<file path="src/rtl/dut_readback_if.sv">
// dut_readback_if: request/result and DUT-probe signals of the bit-serial readback engine.
interface dut_readback_if;
  logic        start;
  logic        abort;
  logic [31:0] operand;
  logic [31:0] dut_input;
  logic [31:0] dut_signal_select;
  logic        dut_output;
  logic        busy;
  logic        done;
  logic [31:0] result;
  modport master (
    output start, abort, operand, dut_output,
    input  dut_input, dut_signal_select, busy, done, result
  );
  modport slave (
    input  start, abort, operand, dut_output,
    output dut_input, dut_signal_select, busy, done, result
  );
endinterface

</file>
<file path="src/rtl/dut_readback.sv">
// dut_readback: applies an operand to a DUT and rebuilds its 32-bit result one selected bit at a time.
module dut_readback #(
  parameter int SETTLE_CYCLES = 2
) (
  input logic          clk,
  input logic          rst_n,
  dut_readback_if.slave bus
);
  typedef enum logic [1:0] {IDLE, SETTLE, DONE} state_t;
  localparam logic [7:0] LAST = 8'(SETTLE_CYCLES - 1);
  state_t      state_q, state_d;
  logic [7:0]  cnt_q, cnt_d;
  logic [4:0]  sel_q, sel_d;
  logic [31:0] work_q, work_d;
  logic [31:0] in_q, in_d;
  logic [31:0] res_q, res_d;
  logic        busy_q, busy_d;
  logic        done_q, done_d;
  always_ff @(posedge clk or negedge rst_n) begin
    if (!rst_n) begin
      state_q <= IDLE;
      cnt_q   <= '0;
      sel_q   <= '0;
      work_q  <= '0;
      in_q    <= '0;
      res_q   <= '0;
      busy_q  <= 1'b0;
      done_q  <= 1'b0;
    end else begin
      state_q <= state_d;
      cnt_q   <= cnt_d;
      sel_q   <= sel_d;
      work_q  <= work_d;
      in_q    <= in_d;
      res_q   <= res_d;
      busy_q  <= busy_d;
      done_q  <= done_d;
    end
  end
  // Abort wins over the sampling edge; the working word is only published from DONE.
  always_comb begin
    state_d = state_q;
    cnt_d   = cnt_q;
    sel_d   = sel_q;
    work_d  = work_q;
    in_d    = in_q;
    res_d   = res_q;
    done_d  = 1'b0;
    case (state_q)
      IDLE: if (bus.start) begin
        state_d = SETTLE;
        in_d    = bus.operand;
        sel_d   = '0;
        cnt_d   = '0;
        work_d  = '0;
      end
      SETTLE: if (bus.abort) begin
        state_d = IDLE;
        sel_d   = '0;
        cnt_d   = '0;
      end else if (cnt_q == LAST) begin
        work_d[sel_q] = bus.dut_output;
        cnt_d         = '0;
        state_d       = (sel_q == 5'd31) ? DONE : SETTLE;
        sel_d         = (sel_q == 5'd31) ? sel_q : sel_q + 5'd1;
      end else begin
        cnt_d = cnt_q + 8'd1;
      end
      DONE: begin
        state_d = IDLE;
        res_d   = work_q;
        done_d  = 1'b1;
      end
      default: state_d = IDLE;
    endcase
    busy_d = (state_d != IDLE);
  end
  assign bus.dut_input         = in_q;
  assign bus.dut_signal_select = {27'b0, sel_q};
  assign bus.busy              = busy_q;
  assign bus.done              = done_q;
  assign bus.result            = res_q;
endmodule

</file>
<file path="src/flat_wrapper.sv">
// flat-port wrapper written by rule: the top's interface ports become plain ports
module dut_readback_flat 
#(
  parameter int SETTLE_CYCLES = 2
)
  (clk, rst_n, bus_start, bus_abort, bus_operand, bus_dut_output, bus_dut_input, bus_dut_signal_select, bus_busy, bus_done, bus_result);
  dut_readback_if bus_i ();
  input logic clk;
  input logic rst_n;
  input wire logic [$bits(bus_i.start)-1:0] bus_start;
  input wire logic [$bits(bus_i.abort)-1:0] bus_abort;
  input wire logic [$bits(bus_i.operand)-1:0] bus_operand;
  input wire logic [$bits(bus_i.dut_output)-1:0] bus_dut_output;
  output wire logic [$bits(bus_i.dut_input)-1:0] bus_dut_input;
  output wire logic [$bits(bus_i.dut_signal_select)-1:0] bus_dut_signal_select;
  output wire logic [$bits(bus_i.busy)-1:0] bus_busy;
  output wire logic [$bits(bus_i.done)-1:0] bus_done;
  output wire logic [$bits(bus_i.result)-1:0] bus_result;
  assign bus_i.start = bus_start;
  assign bus_i.abort = bus_abort;
  assign bus_i.operand = bus_operand;
  assign bus_i.dut_output = bus_dut_output;
  assign bus_dut_input = bus_i.dut_input;
  assign bus_dut_signal_select = bus_i.dut_signal_select;
  assign bus_busy = bus_i.busy;
  assign bus_done = bus_i.done;
  assign bus_result = bus_i.result;
  dut_readback #(.SETTLE_CYCLES(SETTLE_CYCLES)) u_core (.clk(clk), .rst_n(rst_n), .bus(bus_i));
endmodule
</file>
<file path="config.mk">
export PLATFORM = sky130hd
export DESIGN_NAME = dut_readback_flat
export DESIGN_NICKNAME = d
export VERILOG_FILES = /design/src/rtl/dut_readback_if.sv /design/src/rtl/dut_readback.sv /design/src/flat_wrapper.sv
export SDC_FILE = /design/constraint.sdc
export NUM_CORES = 1
export LEC_CHECK = 0
export BUFFER_PORTS_ARGS = -buffer_cell sky130_fd_sc_hd__buf_2
export CAP_MARGIN = 20
export CORE_ASPECT_RATIO = 1.4
export CORE_UTILIZATION = 45
export DETAILED_ROUTE_END_ITERATION = 8
export PLACE_DENSITY = 0.7
export SLEW_MARGIN = 20
export SYNTH_ARGS = -nofsm -noshare
export SYNTH_HDL_FRONTEND = slang
export SYNTH_SLANG_ARGS = --single-unit
</file>
<file path="constraint.sdc">
create_clock -name clk -period 5 [get_ports clk]
set_input_delay 0.75 -clock clk [delete_from_list [all_inputs] [get_ports clk]]
set_output_delay 0.75 -clock clk [all_outputs]
set_load 0.1 [all_outputs]
</file>
==> results.cfg <==
[worst_setup_path]
worstPathRequired_ns = 4.25
crit_cells = 1
path_cells = buf_2
worstSetupStartpointType = register
critPathMaxStageDelay_ns = 0.90
crit_path_end_kind = primary output
critPathBufInv = 1
cp.arrival_ns = 1.88
cpMaxStageDelayCell = dfrtp_1
criticalPathCategory = register to primary output
cp_max_fo = 31
crit_family = flip-flops
r2r_cells = 7

[place]
place_congestion = 0.823
port_buffers = 107
dp_hpwl_um = 7920

[layout]
final_nets = 576
area_growth_pct = 21.6
final_util_pct = 56.2
final.fill_count = 978
drive_above_1_share_pct = 40.6
regArea_um2 = 2830
multi_input_area_um2 = 2120
diodes = 0

[yosys]
yosysWarnings = 0
synth_area_per_cell_um2 = 12.0
ys_async_sr_fraction_pct = 100
syn_area_um2 = 5210
synth_flop_cell = dfrtp_1
yosysSeqAreaShare_pct = 54.2
synth_edf_count = 0
ys_types = 42
ys_seq_elements = 113
synth_cells = 433

[detailed_routing]
drtIter0Drc = 410
vias = 3864
vias_per_cell = 5.61
routed_wl_um = 11900
wl_per_cell_um = 17.3
firstDrtPassIters = 6
drc = 0
final_antenna_net_count = 0

[floorplanning]
boundaryPins = 135
die_x_um = 93.0
start_util_pct = 46.2
die_area_um2 = 12000
die_y_um = 129
core_area_um2 = 11300
row_count = 46

[global_route]
grt_pass1_wl_um = 19100
grt_antenna_before_repair = 1
grtUsageTotal_pct = 20.8
overflow = 0
grt_max_degree = 66
grt_pass1_vias = 3896

[cts]
htree_levels = 4
postCtsSetupRepairBufs = 0
clk_pin_slew_ns = 0.05
cts_tree = done
cts_buffers = 17
root_buffer = clkbuf_16
clock_latency_ns = 0.40
cts-hold-fix-buffers = 0
cts_buffer_depth = 2
cts_resized = 0
clock-sinks = 113

[power]
p_seq_share_pct = 33.5
pwr-share-clk_pct = 38.7
p_sw_mw = 1.16
power_density_nw_per_um2 = 485
leakagePower_nw = 3.15
power_mw = 3.07
peakVddDrop_mv = 0.334
combPwrFrac_pct = 27.8
power.internal_mw = 1.91
switching_share_pct = 37.9

[timing]
whs_ns = 0.454
fin_skew_ns = 0.0102
finalCritPeriodShare_pct = 52.6
setup_viol = 0
tightest_slew_ns = 0.864
rsz0062_at_grt = no
clock.fmax_mhz = 380
min_period_ns = 2.63
hold_violations = 0
slew_violations = 0
relSlewSlack_pct = 42.4
final.setup.tns_ns = 0

[flow_run]
maxCapViolations = 0

[min_path]
hold_class = input port to asynchronous set/reset pin

[outcome]
status = complete, no violations
synthesized netlist by cell type (4+ instances only):
library cell  number  area share (%)
a21oi_1            6            0.58
a31oi_1           28             3.4
a41oi_1            4            0.67
and3_1             5            0.60
and4b_1            5            0.96
buf_1              4            0.29
buf_2              6            0.58
buf_4             29             4.2
clkbuf_1          19             1.4
dfrtp_1          113              54
ha_1               7             1.7
inv_1             10            0.72
mux2_2            65              14
nand2_1           13            0.94
nand3_1            7            0.67
o21ai_0           16             1.5
o21ai_1           29             2.8
o31ai_1           29             4.2
routing by layer:
layer  global-route usage (%)  up-vias  part of all wire (%)
met5                        0        -                     0
met4                     11.0        0                   3.0
met3                     6.46       37                   4.9
met2                     35.8      137                    54
met1                     23.0     1943                    38
li1                         -     1747                     -
metrics by stage:
| step | setup WS, ns | std cells | cell area [µm²] |
|---|---|---|---|
| floorplan | 2.18 | 459 | 5310 |
| global placement | 2.67 | 657 | 5740 |
| detailed placement | 2.54 | 657 | 5740 |
| CTS | 2.38 | 689 | 6330 |
| global route | 2.27 | 689 | 6340 |
| finish | 2.37 | 689 | 6340 |
kinds of logic (layout without fill, tap and decap cells):
| kind of cell | count (synthesis) | in the layout | share of synthesized area (%) |
|---|---|---|---|
| flip-flops | 113 | 113 | 54.2 |
| adder cells (fa/ha/maj) | 7 | 7 | 1.68 |
| buffers and inverters | 68 | 154 | 7.13 |
| AO/OA/AOI/OAI | 124 | 124 | 15.1 |
| multiplexers | 66 | 66 | 14.2 |
| other | 1 | 27 | 0.0719 |
| AND/OR/NAND/NOR | 54 | 54 | 7.51 |
cell usage in the layout, fill, tap and decap left out, drive strengths merged, types with 2 or more instances in the layout:
master | Yosys | routed
a21o | 3 | 3
a21oi | 6 | 6
a22o | 3 | 3
a31oi | 28 | 28
a41oi | 5 | 5
and3 | 5 | 5
and4b | 5 | 5
buf | 39 | 112
bufinv | 0 | 2
clkbuf | 19 | 23
clkinv | 0 | 6
conb | 1 | 27
dfrtp | 113 | 113
ha | 7 | 7
inv | 10 | 10
mux2 | 65 | 65
nand2 | 13 | 13
nand2b | 2 | 2
nand3 | 8 | 8
nand4 | 6 | 6
nor2 | 4 | 4
nor2b | 3 | 3
o21ai | 45 | 45
o31ai | 29 | 29
or4 | 2 | 2
state kept, by name, indices dropped and copies added (netlist names):
register              count
u_core.work_q            32
u_core.bus.busy           1
u_core.cnt_q              8
u_core.bus.done           1
u_core.bus.dut_input     32
u_core.bus.result        32
u_core.sel_q              5
u_core.state_q            2
path summary, 6_finish.rpt:
path	from	end	slack (ns)
worst max-delay path	u_core.sel_q[2]$_DFFE_PN0P_	bus_dut_signal_select[2]	2.37
worst min-delay path	rst_n	u_core.bus.result[10]$_DFFE_PN0P_	0.45
worst max register to register	u_core.sel_q[0]$_DFFE_PN0P_	u_core.sel_q[3]$_DFFE_PN0P_	2.58
worst min register to register	u_core.bus.result[12]$_DFFE_PN0P_	u_core.bus.result[12]$_DFFE_PN0P_	0.50
max in group asynchronous	rst_n	u_core.bus.busy$_DFF_PN0_	3.43
min in group clk	u_core.bus.result[12]$_DFFE_PN0P_	u_core.bus.result[12]$_DFFE_PN0P_	0.50
power groups by stage:
stage / combinational, mW / clock (mW) / sequential (mW)
after CTS: 0.858 / 1.21 / 1.03
after floorplan: 0.281 / 0 / 1.48
final: 0.855 / 1.19 / 1.03
after detailed placement: 0.857 / 0 / 1.04
after global placement: 0.846 / 0 / 1.04
after global routing: 0.886 / 1.25 / 1.04
final cells by class:
class                           count  share of cell area [%]
Sequential cell                   113                    44.6
Tap cell                          144                    2.84
Timing Repair Buffer              112                    9.08
Clock inverter                      9                    1.66
Inverter                           10                   0.592
Multi-Input combinational cell    278                    33.5
Clock buffer                       23                    7.70
Power figures use the tool's default switching activity.
